### src/rtl/bp_update_sched_if.sv
// Resolution-lane and table-update bundle for bp_update_sched.
// The slave modport is the scheduler side and the master modport is the core/table side.
`timescale 1ns/1ps
interface bp_update_sched_if #(
    parameter int ABITS = 10
);
    logic              res0_valid_i;
    logic [31:0]       res0_pc_i;
    logic              res0_taken_i;
    logic [31:0]       res0_target_i;
    logic              res1_valid_i;
    logic [31:0]       res1_pc_i;
    logic              res1_taken_i;
    logic [31:0]       res1_target_i;
    logic              ready_o;
    logic              upd_valid_o;
    logic [31:0]       upd_pc_o;
    logic              upd_taken_o;
    logic [31:0]       upd_target_o;
    logic              pht_upd_o;
    logic              btb_upd_o;
    logic              init_we_o;
    logic [ABITS-1:0]  init_idx_o;
    logic              fetch_stall_o;
    logic [15:0]       drop_cnt_o;
    logic [31:0]       upd_cnt_o;

    modport slave (
        input  res0_valid_i, res0_pc_i, res0_taken_i, res0_target_i,
        input  res1_valid_i, res1_pc_i, res1_taken_i, res1_target_i,
        output ready_o, upd_valid_o, upd_pc_o, upd_taken_o, upd_target_o,
        output pht_upd_o, btb_upd_o, init_we_o, init_idx_o, fetch_stall_o,
        output drop_cnt_o, upd_cnt_o
    );

    modport master (
        output res0_valid_i, res0_pc_i, res0_taken_i, res0_target_i,
        output res1_valid_i, res1_pc_i, res1_taken_i, res1_target_i,
        input  ready_o, upd_valid_o, upd_pc_o, upd_taken_o, upd_target_o,
        input  pht_upd_o, btb_upd_o, init_we_o, init_idx_o, fetch_stall_o,
        input  drop_cnt_o, upd_cnt_o
    );
endinterface

### src/rtl/bp_update_sched.sv
// Branch-predictor maintenance scheduler: post-reset PHT/BTB clear sweep, then an in-order
// resolution FIFO drained one entry per cycle. Define BP_SCHED_STATS_EN to build drop/update counters.
`timescale 1ns/1ps
module bp_update_sched #(
    parameter int ABITS = 10,
    parameter int DEPTH = 4
) (
    input  logic             clock_i,
    input  logic             reset_i,
    bp_update_sched_if.slave bus
);
    localparam int PW = $clog2(DEPTH);
    localparam logic [PW:0] READY_MAX = (PW+1)'(DEPTH - 2);

    typedef enum logic {ST_INIT, ST_RUN} state_t;

    state_t           r_state;
    logic [ABITS-1:0] r_init_idx;
    logic             r_init_we;
    logic             r_fetch_stall;
    logic [PW-1:0]    r_wr_ptr;
    logic [PW-1:0]    r_rd_ptr;
    logic [PW:0]      r_count;
    logic [31:0]      r_pc_mem    [DEPTH];
    logic             r_taken_mem [DEPTH];
    logic [31:0]      r_tgt_mem   [DEPTH];

    logic             w_run;
    logic             w_ready;
    logic             w_empty;
    logic             w_pop;
    logic             w_enq0;
    logic             w_enq1;
    logic [1:0]       w_enq_n;
    logic [PW-1:0]    w_wr_ptr1;

    assign w_run     = (r_state == ST_RUN);
    assign w_ready   = w_run && (r_count <= READY_MAX);
    assign w_empty   = (r_count == '0);
    assign w_pop     = !w_empty;
    // Acceptance is all-or-nothing per cycle: ready guarantees room for both lanes.
    assign w_enq0    = w_ready && bus.res0_valid_i;
    assign w_enq1    = w_ready && bus.res1_valid_i;
    assign w_enq_n   = {1'b0, w_enq0} + {1'b0, w_enq1};
    assign w_wr_ptr1 = r_wr_ptr + PW'(w_enq0);

    always_ff @(posedge clock_i) begin
        if (reset_i) begin
            r_state       <= ST_INIT;
            r_init_idx    <= '0;
            r_init_we     <= 1'b1;
            r_fetch_stall <= 1'b1;
            r_wr_ptr      <= '0;
            r_rd_ptr      <= '0;
            r_count       <= '0;
        end else begin
            case (r_state)
                ST_INIT: begin
                    if (r_init_idx == '1) begin
                        r_state       <= ST_RUN;
                        r_init_idx    <= '0;
                        r_init_we     <= 1'b0;
                        r_fetch_stall <= 1'b0;
                    end else begin
                        r_init_idx <= r_init_idx + ABITS'(1);
                    end
                end
                ST_RUN: begin
                    r_wr_ptr <= r_wr_ptr + PW'(w_enq_n);
                    r_rd_ptr <= r_rd_ptr + PW'(w_pop);
                    r_count  <= r_count + (PW+1)'(w_enq_n) - (PW+1)'(w_pop);
                end
                default: r_state <= ST_INIT;
            endcase
        end
    end

    always_ff @(posedge clock_i) begin
        if (w_enq0) begin
            r_pc_mem[r_wr_ptr]    <= bus.res0_pc_i;
            r_taken_mem[r_wr_ptr] <= bus.res0_taken_i;
            r_tgt_mem[r_wr_ptr]   <= bus.res0_target_i;
        end
        if (w_enq1) begin
            r_pc_mem[w_wr_ptr1]    <= bus.res1_pc_i;
            r_taken_mem[w_wr_ptr1] <= bus.res1_taken_i;
            r_tgt_mem[w_wr_ptr1]   <= bus.res1_target_i;
        end
    end

    // Head fields are forced to zero when empty so stale storage never reaches the tables.
    assign bus.ready_o       = w_ready;
    assign bus.upd_valid_o   = !w_empty;
    assign bus.upd_pc_o      = w_empty ? 32'd0 : r_pc_mem[r_rd_ptr];
    assign bus.upd_taken_o   = !w_empty && r_taken_mem[r_rd_ptr];
    assign bus.upd_target_o  = w_empty ? 32'd0 : r_tgt_mem[r_rd_ptr];
    assign bus.pht_upd_o     = !w_empty;
    assign bus.btb_upd_o     = !w_empty && r_taken_mem[r_rd_ptr];
    assign bus.init_we_o     = r_init_we;
    assign bus.init_idx_o    = r_init_idx;
    assign bus.fetch_stall_o = r_fetch_stall;

`ifdef BP_SCHED_STATS_EN
    logic [15:0] r_drop_cnt;
    logic [31:0] r_upd_cnt;
    logic [1:0]  w_drop_n;

    function automatic logic [15:0] sat_add16(input logic [15:0] a, input logic [1:0] b);
        logic [16:0] s;
        s = {1'b0, a} + {15'd0, b};
        return s[16] ? 16'hFFFF : s[15:0];
    endfunction

    assign w_drop_n = {1'b0, bus.res0_valid_i && !w_ready} + {1'b0, bus.res1_valid_i && !w_ready};

    always_ff @(posedge clock_i) begin
        if (reset_i) begin
            r_drop_cnt <= '0;
            r_upd_cnt  <= '0;
        end else begin
            r_drop_cnt <= sat_add16(r_drop_cnt, w_drop_n);
            r_upd_cnt  <= r_upd_cnt + 32'(w_pop);
        end
    end

    assign bus.drop_cnt_o = r_drop_cnt;
    assign bus.upd_cnt_o  = r_upd_cnt;
`else
    assign bus.drop_cnt_o = 16'd0;
    assign bus.upd_cnt_o  = 32'd0;
`endif
endmodule
### src/flat_wrapper.sv
// flat-port wrapper written by rule: the top's interface ports become plain ports
module bp_update_sched_flat 
#(
    parameter int ABITS = 10,
    parameter int DEPTH = 4
)
  (clock_i, reset_i, bus_res0_valid_i, bus_res0_pc_i, bus_res0_taken_i, bus_res0_target_i, bus_res1_valid_i, bus_res1_pc_i, bus_res1_taken_i, bus_res1_target_i, bus_ready_o, bus_upd_valid_o, bus_upd_pc_o, bus_upd_taken_o, bus_upd_target_o, bus_pht_upd_o, bus_btb_upd_o, bus_init_we_o, bus_init_idx_o, bus_fetch_stall_o, bus_drop_cnt_o, bus_upd_cnt_o);
  bp_update_sched_if #(.ABITS(ABITS)) bus_i ();
  input  logic clock_i;
  input  logic reset_i;
  input wire logic [$bits(bus_i.res0_valid_i)-1:0] bus_res0_valid_i;
  input wire logic [$bits(bus_i.res0_pc_i)-1:0] bus_res0_pc_i;
  input wire logic [$bits(bus_i.res0_taken_i)-1:0] bus_res0_taken_i;
  input wire logic [$bits(bus_i.res0_target_i)-1:0] bus_res0_target_i;
  input wire logic [$bits(bus_i.res1_valid_i)-1:0] bus_res1_valid_i;
  input wire logic [$bits(bus_i.res1_pc_i)-1:0] bus_res1_pc_i;
  input wire logic [$bits(bus_i.res1_taken_i)-1:0] bus_res1_taken_i;
  input wire logic [$bits(bus_i.res1_target_i)-1:0] bus_res1_target_i;
  output wire logic [$bits(bus_i.ready_o)-1:0] bus_ready_o;
  output wire logic [$bits(bus_i.upd_valid_o)-1:0] bus_upd_valid_o;
  output wire logic [$bits(bus_i.upd_pc_o)-1:0] bus_upd_pc_o;
  output wire logic [$bits(bus_i.upd_taken_o)-1:0] bus_upd_taken_o;
  output wire logic [$bits(bus_i.upd_target_o)-1:0] bus_upd_target_o;
  output wire logic [$bits(bus_i.pht_upd_o)-1:0] bus_pht_upd_o;
  output wire logic [$bits(bus_i.btb_upd_o)-1:0] bus_btb_upd_o;
  output wire logic [$bits(bus_i.init_we_o)-1:0] bus_init_we_o;
  output wire logic [$bits(bus_i.init_idx_o)-1:0] bus_init_idx_o;
  output wire logic [$bits(bus_i.fetch_stall_o)-1:0] bus_fetch_stall_o;
  output wire logic [$bits(bus_i.drop_cnt_o)-1:0] bus_drop_cnt_o;
  output wire logic [$bits(bus_i.upd_cnt_o)-1:0] bus_upd_cnt_o;
  assign bus_i.res0_valid_i = bus_res0_valid_i;
  assign bus_i.res0_pc_i = bus_res0_pc_i;
  assign bus_i.res0_taken_i = bus_res0_taken_i;
  assign bus_i.res0_target_i = bus_res0_target_i;
  assign bus_i.res1_valid_i = bus_res1_valid_i;
  assign bus_i.res1_pc_i = bus_res1_pc_i;
  assign bus_i.res1_taken_i = bus_res1_taken_i;
  assign bus_i.res1_target_i = bus_res1_target_i;
  assign bus_ready_o = bus_i.ready_o;
  assign bus_upd_valid_o = bus_i.upd_valid_o;
  assign bus_upd_pc_o = bus_i.upd_pc_o;
  assign bus_upd_taken_o = bus_i.upd_taken_o;
  assign bus_upd_target_o = bus_i.upd_target_o;
  assign bus_pht_upd_o = bus_i.pht_upd_o;
  assign bus_btb_upd_o = bus_i.btb_upd_o;
  assign bus_init_we_o = bus_i.init_we_o;
  assign bus_init_idx_o = bus_i.init_idx_o;
  assign bus_fetch_stall_o = bus_i.fetch_stall_o;
  assign bus_drop_cnt_o = bus_i.drop_cnt_o;
  assign bus_upd_cnt_o = bus_i.upd_cnt_o;
  bp_update_sched #(.ABITS(ABITS), .DEPTH(DEPTH)) u_core (.clock_i(clock_i), .reset_i(reset_i), .bus(bus_i));
endmodule
### config.mk
export PLATFORM = sky130hd
export DESIGN_NAME = bp_update_sched_flat
export DESIGN_NICKNAME = d
export VERILOG_FILES = /design/src/rtl/bp_update_sched_if.sv /design/src/rtl/bp_update_sched.sv /design/src/flat_wrapper.sv
export SDC_FILE = /design/constraint.sdc
export NUM_CORES = 1
export LEC_CHECK = 0
export CAP_MARGIN = 20
export CORE_UTILIZATION = 29
export CTS_BUF_LIST = sky130_fd_sc_hd__clkbuf_16
export DETAILED_ROUTE_END_ITERATION = 10
export SYNTH_ARGS = -nofsm -noshare
export SYNTH_HDL_FRONTEND = slang
export SYNTH_SLANG_ARGS = --single-unit
### constraint.sdc
create_clock -name clock_i -period 8.4 [get_ports clock_i]
set_input_delay 1.26 -clock clock_i [delete_from_list [all_inputs] [get_ports clock_i]]
set_output_delay 1.26 -clock clock_i [all_outputs]
set_load 0.005 [all_outputs]
Yosys cells after proc, flatten, opt, wreduce, memory -nomap -nowiden
Memory sizes are Yosys's and may differ from the RTL's. A register that Yosys moved wholly into a read port is not among the register bits.
Index checks and enable logic that the tools add are counted.
{ "totals": {"regBits": 19, "latchBits": 0, "ram_bits": 260, "romBits": 0, "input_bits": 134, "output_inout_bits": 129, "word_cells": 41, "mem_count": 3} }
{ "mem_list": {"columns": ["name", "depth", "width", "rd", "rd_ports_with_merged_regs", "write_ports", "line", "rtl"], "rows": [
  ["u_core.r_pc_mem", 4, 32, 1, 1, 2, "bp_update_sched.sv:24", "logic [31:0] r_pc_mem [DEPTH];"],
  ["u_core.r_tgt_mem", 4, 32, 1, 1, 2, "bp_update_sched.sv:26", "logic [31:0] r_tgt_mem [DEPTH];"],
  ["u_core.r_taken_mem", 4, 1, 1, 1, 2, "bp_update_sched.sv:25", "logic r_taken_mem [DEPTH];"]
]} }
{ "classes": {"n_addsub": 7, "n_mul": 0, "n_div": 0, "magnitude_cmp": 1, "eq_ne": 1, "shift": 0, "n_mux": 15, "n_bitwise": 1, "reduce_logical": 7} }
{ "op_table": {"columns": ["operator", "n"], "rows": [
  ["$mux W32", 2],
  ["$mux W2", 6],
  ["$add A10 B1 Y10 const B", 1],
  ["$eq A10 B10 Y1 const B", 1],
  ["$mux W10", 1],
  ["$mux W1", 6],
  ["$add A2 B1 Y2", 2],
  ["$logic_and A1 B1 Y1", 4],
  ["$add A3 B2 Y3", 1],
  ["$le A3 B2 Y1 const B", 1],
  ["$logic_not A3 Y1", 1],
  ["$sub A3 B1 Y3", 1],
  ["$add A1 B1 Y2", 1],
  ["$add A2 B2 Y2", 1],
  ["$reduce_and A2 Y1", 1],
  ["$logic_not A1 Y1", 1],
  ["$not A1 Y1", 1]
]} }

Logic depth before layout (Yosys ltp)
Gate-level depths: netlist (run 1).
{ "logic_depth": {"depth_word": 6, "ltp_mapped": 12, "depth_no_buf": 12} }

Least setup slack after synthesis (run 1)
No wires, ideal clock.
{ "synth_path": {"path_type": "input to register", "start": "in bus_res0_valid_i", "end": "mem u_core.r_pc_mem[1][0], enable pin", "setup_time_ns": 0.578, "arrival_ns": 5.927, "required_ns": 7.822, "setup_slack_ns": 1.895, "cell_stages": 2, "path_buffers": 0, "path_cell_list": "nand3_1 o21ai_0"} }
{ "synth_lines": {"columns": ["item", "line", "rtl"], "rows": [
  ["start: declaration", "flat_wrapper.sv:11", "input wire logic [$bits(bus_i.res0_valid_i)-1:0] bus_res0_valid_i;"],
  ["end: declaration", "bp_update_sched.sv:24", null]
]} }

==> results.md, run 1 <==
Clock tree:
- The clock transition at the register clock pins on the worst setup and hold paths after CTS is 0.06 ns.
- The count of cells resized by post-cts repair is 0.
- Buffers inserted during clock tree synthesis total 35.
- The root buffer cell chosen for the clock tree is sky130_fd_sc_hd__clkbuf_16.
- The count of clock tree sinks is 281.
- The number of buffers added for setup after CTS is 0.
- The number of buffers inserted for hold repair after clock tree synthesis is 0.
- In this run the deepest clock path goes through 3 buffers.
- The H-tree was split into 2 levels.
- The clock tree from TritonCTS is yes.
- The clock insertion delay at the later pin of the skew report is 0.52 ns.

Worst hold path:
- The kind of path behind the tightest hold check is reg -> reg.
- The worst hold path begins at u_core.bus.init_we_o$_SDFFE_PP1P_.

Detailed routing:
- The count of nets left with antenna violations once routing finished came out at 0.
- The count of unresolved DRC violations after routing is 0.
- Using the TritonRoute via totals, the vias-per-cell ratio works out to 4.61.
- The average wire per cell in the routed design is 20.6 µm.
- The number of vias in the routed layout is 8,186.
- The first routing iteration left 369 violations.
- Before antenna repair, the detailed router went through 4 iterations.
- The sum of routed wire length over all layers is 36,500 µm.

Floorplanning:
- The overall die height is 225 µm.
- The boundary pin count is 263.
- In this run the core area contains 81 standard-cell rows.
- For this configuration, the core starts out at a cell density of 0.294.
- The core area is 48,800 µm².
- The area enclosed by the die boundary is 50,400 µm².
- The die extent in x is 225 µm.

STA:
- Setup violations remaining at the end of the flow were counted as 0.
- Of the available clock period, the critical path in the final layout requires 0.553.
- The clock period minus final worst setup slack is 4.65 ns.
- Across all hold checks on the routed design, the worst slack comes to 0.489 ns.
- The pin slew with the least headroom to its limit is 0.994 ns.
- The hold violation count in the final report is 0.
- Between clock sinks in the finished design, the worst skew comes to 0.00878 ns.
- The max-slew violation total from the final report is 0.
- In the final timing run, aggregate negative setup slack is 0 ns.
- Static timing analysis puts the maximum clock frequency at 215 MHz.
- The worst pin sits at a relative slew slack of 0.337.
- Setup repair after global routing left no endpoint under its margin.

Finish:
- Summing all multi-input logic gate instances after layout gives 5670 µm².
- In the layout the commonest cells are sky130_fd_sc_hd__edfxtp_1, sky130_fd_sc_hd__mux2_2, sky130_fd_sc_hd__clkdlybuf4s50_1.
- The core utilization of the finished layout is 0.371.
- The total area of sequential cells is 8240 µm².
- The net count of the finished layout is 1,227.
- The synthesis-to-finish area growth is 26.1%.
- The share of post-route cells with drive strength above 1 is 0.353.
- Leaving out fill and tap cells, the most frequent cell in the layout is sky130_fd_sc_hd__edfxtp_1.
- Fill cells in the final layout number 4,645.

GRT:
- The first global-routing pass estimated 55,100 µm of wire.
- The via count of the first global-routing pass was 8,894.
- The overall track demand over capacity in global routing is 0.147.
- For this run the aggregate overflow at the end of global routing stands at 0.
- The number of antenna violations at the first check in global routing came to 1.
- Entering global routing, the biggest net connects 69 pins.

Setup path:
- The critical path launch point type is a register.
- STA classifies the critical path endpoint as an output pin.
- Traced cell by cell, the critical path runs through buf_4 > mux4_2 > and2_1 > clkdlybuf4s50_1.
- The worst setup path is of the reg -> out kind.
- The arrival time at the worst endpoint is 3.39 ns.
- Data on the critical path is required at its endpoint by 7.14 ns.
- The maximum fanout along the worst path is 35.
- The startpoint of the lowest-slack register-to-register path is u_core.r_state$_SDFF_PP0_.
- The critical path's slowest cell is sky130_fd_sc_hd__dfxtp_4.
- The longest individual stage delay on the worst path is 0.82 ns.

Logic synthesis:
- For this run, the register share of the synthesized area comes to 0.573.
- Synthesis handed over a netlist of 874 instances.
- The number of enable-type register cells in the synthesized netlist is 260.
- The synthesized design contains 281 register bits.
- Summing every instance area after synthesis gives 14,400 µm².
- During synthesis, Yosys emitted a total of 0 warnings.
- In the synthesized netlist the dominant register cell turns out to be sky130_fd_sc_hd__edfxtp_1.
- A synthesized cell averages 16.4 µm².
- The synthesized netlist contains 40 unique library cells.
- The async set-or-reset flop fraction in the synthesized netlist is 0.

Pwr:
- In this run the static leakage power is 5.89 nW.
- VDD sags by at most 97.4 µV.
- For this design the ratio of total power to cell area is 173 nW/µm².

Place:
- The count of buffers added on input and output ports is 214.
- The congestion estimate from routability-driven global placement came to 0.750.
- After legalization and detailed placement, the total HPWL measured 21,300 µm.

Run status:
- The run finished with clean final reports.

Run:
- Max-cap violations in this run came to 0.
synthesized netlist by cell type (all sizes together), types with 2 or more instances:
master | instances | area (µm²)
and4b | 2 | 20.0
nand4 | 2 | 12.5
a31oi | 2 | 12.5
xor2 | 8 | 70.1
buf | 88 | 611
mux2 | 260 | 2930
nor2b | 2 | 12.5
mux2i | 4 | 40.0
dfxtp | 21 | 420
and2 | 67 | 419
edfxtp | 260 | 7810
a21oi | 5 | 25.0
xnor2 | 3 | 26.3
nor3 | 3 | 15.0
nand2 | 10 | 37.5
mux4 | 65 | 1460
clkbuf | 15 | 56.3
o21bai | 2 | 15.0
ha | 8 | 100
o21ai | 3 | 15.0
nor2 | 14 | 52.6
inv | 8 | 30.0
nand3 | 7 | 35.0
or3 | 3 | 18.8
final cells by class:
type                            instances  share of cell area
Clock buffer                           37              0.0511
Multi-Input combinational cell        529               0.313
Tap cell                              664              0.0459
Clock inverter                         25             0.00885
Sequential cell                       281               0.455
Timing Repair Buffer                  229               0.125
Antenna cell                            1            0.000138
Inverter                                8             0.00166
routing by layer:
layer	track usage	up-vias	routed length [µm]
li1	-	3736	-
met1	0.180	4205	15700
met2	0.261	205	18700
met3	0.0235	40	1350
met4	0.0474	0	727
met5	0	-	0
metrics by stage:
stage          instances  area, µm²  total power [mW]  setup slack, ns
4_1_cts             1773      18100              3.18             3.57
5_1_grt             1774      18100              3.24             3.44
2_1_floorplan        921      14500              1.64             1.90
3_5_place_dp        1711      17000              1.73             3.68
6_report            1774      18100              3.13             3.75
3_3_place_gp        1711      17000              1.72             3.74
kinds of logic after synthesis:
family,Yosys count,synth area share
other cells,1,0.000261
simple gates,117,0.0474
mux,329,0.309
compound gates,15,0.00714
buf+inv,111,0.0485
xor+xnor,11,0.00671
flops,281,0.573
fa+ha+maj,9,0.00836
where the power goes:
part / switching, mW / internal [mW] / leakage, nW
registers: 0.00348 / 1.53 / 2.51
logic: 0.0615 / 0.105 / 2.82
clock network: 0.579 / 0.853 / 0.561
path summary, 6_finish.rpt:
kind / to / slack [ns] / depth (start not counted)
max: bus_upd_target_o[26] / 3.75 / 4
min reg2reg: u_core.bus.init_we_o$_SDFFE_PP1P_ / 0.49 / 2
max reg2reg: u_core.r_pc_mem[2][7]$_DFFE_PP_ / 4.27 / 8
min: u_core.bus.init_we_o$_SDFFE_PP1P_ / 0.49 / 2
sequential cells by signal, summed over array words and instances, names as in the netlist, named ones only:
signal and cells:
u_core.bus.init_idx_o 10, u_core.bus.init_we_o 1, u_core.r_count 3, u_core.r_pc_mem 128, u_core.r_rd_ptr 2, u_core.r_state 1
u_core.r_taken_mem 4, u_core.r_tgt_mem 128, u_core.r_wr_ptr 2
critical path, delay by kind of cell, from the launching register on:
kind,cells,cell delay (ns)
buffers and inverters,2,1.22
DFF,1,0.82
muxes,1,0.58
and+or+nand+nor,1,0.22
Note: power is estimated with default switching activity, not from simulation.
==> run 2, diff against run 1 <==
==> constraint.sdc (replaced) <==
create_clock -name clock_i -period 4.45 [get_ports clock_i]
set_input_delay 0.6675 -clock clock_i [delete_from_list [all_inputs] [get_ports clock_i]]
set_output_delay 0.6675 -clock clock_i [all_outputs]
set_load 0.005 [all_outputs]
==> run 2 against run 1 <==
- total power up 90%
- clock-buffer cell count did not move
- critical path type unchanged
- largest cell class unchanged
- wire length is 2.8% lower
- largest power group unchanged
==> results.md, run 2 (synthesis results as in run 1) <==
Clock tree:
- The number of buffers inserted for hold repair after clock tree synthesis is 0.
- The clock tree from TritonCTS is yes.
- The count of clock tree sinks is 281.
- The H-tree was split into 2 levels.
- The count of cells resized by post-cts repair is 0.
- The clock root buffer master is sky130_fd_sc_hd__clkbuf_16.
- The clock transition at the register clock pins on the worst setup and hold paths after CTS is 0.06 ns.
- The number of buffers on the longest clock path is 3.
- The number of buffers created by CTS is 35.
- The number of buffers added for setup after CTS is 0.
- The clock insertion delay at the later pin of the skew report is 0.53 ns.

STA:
- Static timing analysis puts the maximum clock frequency at 296 MHz.
- At the pin with the least slew margin, the transition time is 0.723 ns.
- The clock period minus final worst setup slack is 3.38 ns.
- The worst-case clock skew is 0.0188 ns.
- The max-slew violation total from the final report is 0.
- The hold violation count in the final report is 0.
- The count of final setup violators is 0.
- Measured against its own limit, the worst slew margin works out to 0.517.
- Setup repair after global routing left no endpoint under its margin.
- Once routing completed, OpenROAD measured the worst setup slack at 1.07 ns.
- In the finished design, the share of the clock period the worst path needs comes to 0.760.

Pwr:
- The final total power is 5.95 mW.
- The power per standard cell area is 326 nW/µm².
- The leakage power total is 5.95 nW.
- The worst ir drop on vdd is 184 µV.

Detailed routing:
- Wires add up to 35,400 µm.
- The number of routed nets with antenna violations is 0.
- After detailed routing, the number of vias per cell comes to 4.58.
- The number of vias in the routed layout is 8,141.
- The count of unresolved DRC violations after routing is 0.
- Dividing the detail-routed wire length by the instance count gives 19.9 µm.
- The iteration-0 DRC count of the detailed router is 413.
- Before antenna repair, the detailed router went through 4 iterations.

Finish:
- The synthesis-to-finish area growth is 27.2%.
- The net count of the finished layout is 1,232.
- The count of fill cells added during filler insertion is 4,639.
- Summing all multi-input logic gate instances after layout gives 5670 µm².
- In the layout the commonest cells are sky130_fd_sc_hd__edfxtp_1, sky130_fd_sc_hd__mux2_2, sky130_fd_sc_hd__clkdlybuf4s50_1.
- The sequential cells in the finished layout cover a total of 8240 µm².
- The cell area after layout is 18,300 µm².
- Of the cells placed in the final design, the portion with a size suffix greater than 1 is 0.357.
- Leaving out fill and tap cells, the most frequent cell in the layout is sky130_fd_sc_hd__edfxtp_1.

Worst hold path:
- The launch instance of the worst min-delay path is u_core.bus.init_we_o$_SDFFE_PP1P_.
- The worst hold path belongs to the class reg -> reg.

GRT:
- The via count of the first global-routing pass came to 8,685.
- The met3 routing resource usage after global routing is 0.0277.
- The first-pass GRT wire length is 53,300 µm.
- The global routing stage identified its most utilized layer as met2.
- The number of antenna violations at the first check in global routing is 2.
- The met2 track demand over resource in global routing is 0.245.
- For this run, the total global-route usage over all layers was measured as 0.142.
- The largest net degree at the start of global routing is 67.
- The total overflow left after global routing is 0.
- The global-route track usage on met1 is 0.176.

Setup path:
- STA classifies the critical path startpoint as a register.
- The setup path with the least slack is of type reg -> out.
- Data on the critical path is required at its endpoint by 3.78 ns.
- The startpoint of the lowest-slack register-to-register path is u_core.r_count[1]$_SDFFE_PP0P_.
- Of all nets on the critical path, the largest fanout is 21.
- Data on the critical path arrives at its endpoint at 2.72 ns.
- The critical path endpoint category is an output pin.

Floorplanning:
- The initial cell density of the core is 0.294.
- The number of placement rows is 81.
- The die extent in x is 225 µm.
- The die is 225 µm tall.
- The core region is 48,800 µm².
- The area enclosed by the die boundary is 50,400 µm².
- In this run the count of I/O pins placed on the die edge is 263.

Place:
- The setup slack after placement is 1.10 ns.
- The standard cell area after detailed placement is 17,200 µm².
- The estimated wirelength of the detail-placed design is 20,500 µm.
- The congestion estimate from routability-driven global placement came to 0.708.
- The count of buffers from port buffering is 214.

Run:
- The count of max-cap constraint violations is 0.

Run status:
- The flow ran to the end, and the final reports show no timing, DRC or antenna violations.
[run 2: report_power, final]
part	internal, mW	total (mW)	switching (mW)
Sequential	2.88	2.89	0.00635
Clock	1.67	2.75	1.08
Combinational	0.198	0.307	0.109
Total	4.75	5.95	1.20
[run 2: final cells by class]
| class | count | area share |
|---|---|---|
| sequential | 281 | 0.451 |
| multi-input combinational | 529 | 0.310 |
| clock inverter | 23 | 0.00993 |
| tap | 664 | 0.0455 |
| inverter | 8 | 0.00164 |
| timing repair buffer | 234 | 0.131 |
| clock buffer | 37 | 0.0507 |
| antenna | 2 | 0.000274 |
[run 2: worst max-delay path, cell delays in order (launching register included)]
cell,delay (ns)
sky130_fd_sc_hd__dfxtp_4,0.46
sky130_fd_sc_hd__buf_4,0.46
sky130_fd_sc_hd__mux4_2,0.62
sky130_fd_sc_hd__and2_1,0.18
sky130_fd_sc_hd__clkdlybuf4s50_1,0.44
[run 2: path summary, 6_finish.rpt]
check | depth (start not counted) | slack [ns] | endpoint
max | 4 | 1.07 | bus_upd_target_o[26]
min | 2 | 0.48 | u_core.bus.init_we_o$_SDFFE_PP1P_
max reg2reg | 8 | 1.58 | u_core.r_tgt_mem[1][29]$_DFFE_PP_
min reg2reg | 2 | 0.48 | u_core.bus.init_we_o$_SDFFE_PP1P_
[run 2: routing by layer]
metal	wire [µm]	vias up
met5	0	-
met4	823	0
met3	1680	52
met2	17900	204
met1	15000	4136
li1	-	3749
[run 2: stage by stage]
step	std cells	util	setup TNS, ns	hold slack (ns)
floorplan	921	-	-204.68	0.473
global placement	1716	0.351	0	0.469
detailed placement	1716	0.351	0	0.483
CTS	1776	0.374	0	0.491
global route	1778	0.374	0	0.518
finish	1778	0.374	0	0.483
==> run 3, diff against run 2 <==
==> constraint.sdc (replaced) <==
create_clock -name clock_i -period 2.8 [get_ports clock_i]
set_input_delay 0.42 -clock clock_i [delete_from_list [all_inputs] [get_ports clock_i]]
set_output_delay 0.42 -clock clock_i [all_outputs]
set_load 0.005 [all_outputs]
==> run 3 against run 2 <==
- sequential share of layout area down 1.5 points
- total power is 58% higher
- hold slack improved by 0.023 ns
- clock power is 56% higher
- combinational power is 60% higher
- critical path depth up 1
- wire length rose by 7.6%
- flip-flop and latch count unchanged
- global-route usage is 1.0 points higher
- worst setup slack got worse by 0.99 ns
- largest cell class unchanged
- highest routed layer is now met5
==> results.md, run 3 (synthesis results as in run 1) <==
Run status:
- The flow ran to the end, and the final reports show no timing, DRC or antenna violations.

Floorplanning:
- In this run the vertical extent of the chip is 225 µm.
- The core area is 48,800 µm².
- The die covers 50,400 µm².
- 263 I/O pins were placed.
- The initial cell density of the core is 0.294.
- The number of placement rows is 81.
- From left edge to right edge, the die measures 225 µm.

GRT:
- The first global-routing pass estimated 56,300 µm of wire.
- The number of antenna violations at the first check in global routing was 3.
- The total overflow left after global routing is 0.
- For this run, the total global-route usage over all layers was measured as 0.152.
- The via count of the first global-routing pass is 8,983.
- Entering global routing, the biggest net connects 41 pins.

STA:
- Clock skew on the completed layout was measured at 0.0271 ns.
- Setup total negative slack on the finished layout was measured at 0 ns.
- The share of the clock period used by the worst path after layout is 0.973.
- The max-slew violation total from the final report came to 0.
- The clock period minus final worst setup slack is 2.72 ns.
- At the pin with the least slew margin, the transition time is 0.800 ns.
- The worst pin sits at a relative slew slack of 0.465.
- The count of final setup violators is 0.
- The maximum achievable frequency is 367 MHz.
- The hold violation count in the final report is 0.
- Setup repair after global routing left no endpoint under its margin.

Detailed routing:
- The number of vias in the routed layout is 8,513.
- In the final routed layout, each cell accounts on average for 20.9 µm.
- The count of unresolved DRC violations after routing is 0.
- The number of routed nets with antenna violations is 0.
- Dividing the detail-routed via count by the number of cells gives 4.67.
- In this run, the number of DRC markers left after iteration 0 of detailed routing was 472.
- The routed design has 38,100 µm of wire.
- The number of detailed-route iterations in the first pass is 4.

Pwr:
- The worst ir drop on vdd is 357 µV.
- The share of total power dissipated in combinational logic is 0.052.
- The fraction of power spent switching nets is 0.210.
- The power per standard cell area is 496 nW/µm².
- Summed over all nets, the switching power comes to 1.97 mW.
- Of the total power, registers draw 0.490.
- Power comes to 9.38 mW.
- The leakage power total is 6.59 nW.
- The internal power contribution is 7.41 mW.
- The clock network power share is 0.458.

Finish:
- The library cell used most frequently in the layout, excluding fill and tap cells, is sky130_fd_sc_hd__edfxtp_1.
- Relative to the synthesized area, the layout overhead comes to 31.6%.
- The number of standard cells in the final layout excluding fillers is 1,822.
- The count of fill cells added during filler insertion is 4,535.
- After routing the design area is 18,900 µm².
- In the layout the commonest cells are sky130_fd_sc_hd__edfxtp_1, sky130_fd_sc_hd__mux2_2, sky130_fd_sc_hd__clkdlybuf4s50_1.
- At the end of the flow, the number of nets in the layout was 1,279.
- The repair_antennas step left the layout with diodes totalling 0.
- The share of post-route cells with drive strength above 1 is 0.387.

Clock tree:
- TritonCTS built the clock tree.
- Clock tree synthesis inserted a total of 35 buffers.
- The number of buffers on the longest clock path is 3.
- The count of clock tree sinks is 281.
- The clock insertion delay at the later pin of the skew report is 0.55 ns.
- The H-tree generated during clock tree synthesis spans 2 levels.
- The number of buffers inserted for hold repair after clock tree synthesis is 0.
- In this run the clock root is driven by a sky130_fd_sc_hd__clkbuf_16.
- The clock transition at the register clock pins on the worst setup and hold paths after CTS is 0.05 ns.

Worst hold path:
- The startpoint identified for the worst hold timing path is u_core.bus.init_we_o$_SDFFE_PP1P_.
- The kind of path behind the tightest hold check is reg -> reg.
- The worst hold path passes through 2 cells.
- The sink of the worst hold path is u_core.bus.init_we_o$_SDFFE_PP1P_.

Place:
- In this run the tool buffered the top-level ports with 214 buffer cells.
- The final weighted congestion in routability-driven placement is 0.757.
- The number of instances in the placed design is 1,736.
- The estimated wirelength of the detail-placed design is 23,100 µm.
- The standard cell area after detailed placement is 17,500 µm².

Setup path:
- The critical register-to-register path endpoint is u_core.r_count[2]$_SDFFE_PP0P_.
- The critical path endpoint category is an output pin.
- The register-to-register setup slack is 0.26 ns.
- Measured in cells, the most critical reg-to-reg path has a length of 12.
- The maximum fanout along the worst path is 7.
- The worst path required time is 2.38 ns.
- The type of the worst setup path is reg -> out.
- At the worst endpoint, the arrival time is 2.30 ns.
- The startpoint of the lowest-slack register-to-register path is u_core.r_count[1]$_SDFFE_PP0P_.
- The critical path launch point type is a register.

Run:
- The count of max-cap constraint violations is 0.
run 3: changes by cell type in the layout (fill, tap and decap cells not counted), moves of 5 or more:
cell,previous run,this run
sky130_fd_sc_hd__buf_16,0,6
sky130_fd_sc_hd__buf_12,8,27
sky130_fd_sc_hd__buf_4,12,30
sky130_fd_sc_hd__and2_1,67,62
sky130_fd_sc_hd__and2_4,0,5
sky130_fd_sc_hd__clkdlybuf4s50_1,214,158
sky130_fd_sc_hd__dlygate4sd2_1,0,55
run 3: final cells by class:
type                            count  area, µm²  share of cell area
Clock buffer                       36        901              0.0477
Sequential cell                   281       8240               0.436
Clock inverter                     23        168             0.00887
Timing Repair Buffer              281       3050               0.161
Multi-Input combinational cell    529       5680               0.301
Tap cell                          664        831              0.0440
Inverter                            8       30.0             0.00159
run 3: how the worst max path moves through the flow:
stage | startpoint | to | depth (start not counted)
global route | register | bus_upd_target_o[3] | 5
CTS | register | bus_upd_target_o[2] | 5
finish | register | bus_upd_target_o[3] | 5
floorplan | u_core.r_state$_SDFF_PP0_ | u_core.r_pc_mem[2][0]$_DFFE_PP_ | 9
global placement | bus_res0_valid_i | u_core.r_pc_mem[3][26]$_DFFE_PP_ | 8
detailed placement | bus_res0_valid_i | u_core.r_pc_mem[0][9]$_DFFE_PP_ | 7
run 3: power by group through the flow:
stage                     clock (mW)  combinational, mW  sequential (mW)
after floorplan                    0              0.243             4.68
after global placement             0              0.474             4.68
after detailed placement           0              0.484             4.68
after CTS                       4.39              0.490             4.59
after global routing            4.53              0.534             4.59
final                           4.29              0.491             4.59
run 3: per-stage QoR:
stage | hold slack, ns | utilization | worst slack (ns)
4_1_cts | 0.511 | 0.386 | -0.0138
3_5_place_dp | 0.500 | 0.358 | 0.0333
3_3_place_gp | 0.477 | 0.358 | -0.00116
2_1_floorplan | 0.473 | - | -0.277
5_1_grt | 0.545 | 0.387 | 0.00801
6_report | 0.506 | 0.387 | 0.0769
run 3: worst max-delay path, cell delays in order, from the launching register on:
cell,delay (ns)
sky130_fd_sc_hd__dfxtp_4,0.37
sky130_fd_sc_hd__buf_6,0.13
sky130_fd_sc_hd__buf_16,0.15
sky130_fd_sc_hd__mux4_2,0.51
sky130_fd_sc_hd__and2_1,0.17
sky130_fd_sc_hd__clkdlybuf4s50_1,0.43
run 3: what timing repair did:
item | 4_1_cts | 5_1_grt
endpoints found under the setup margin | 66 | 14
buffers inserted | 15 | 10
resized for setup | 75 | 5
gates cloned | 5 | 0
run 3: per-layer routing:
metal,global-route usage,routed length [µm],share of wire
met1,0.192,16500,0.43
met2,0.257,18600,0.49
met3,0.0342,2240,0.059
met4,0.0467,691,0.018
met5,0,24,0.00063
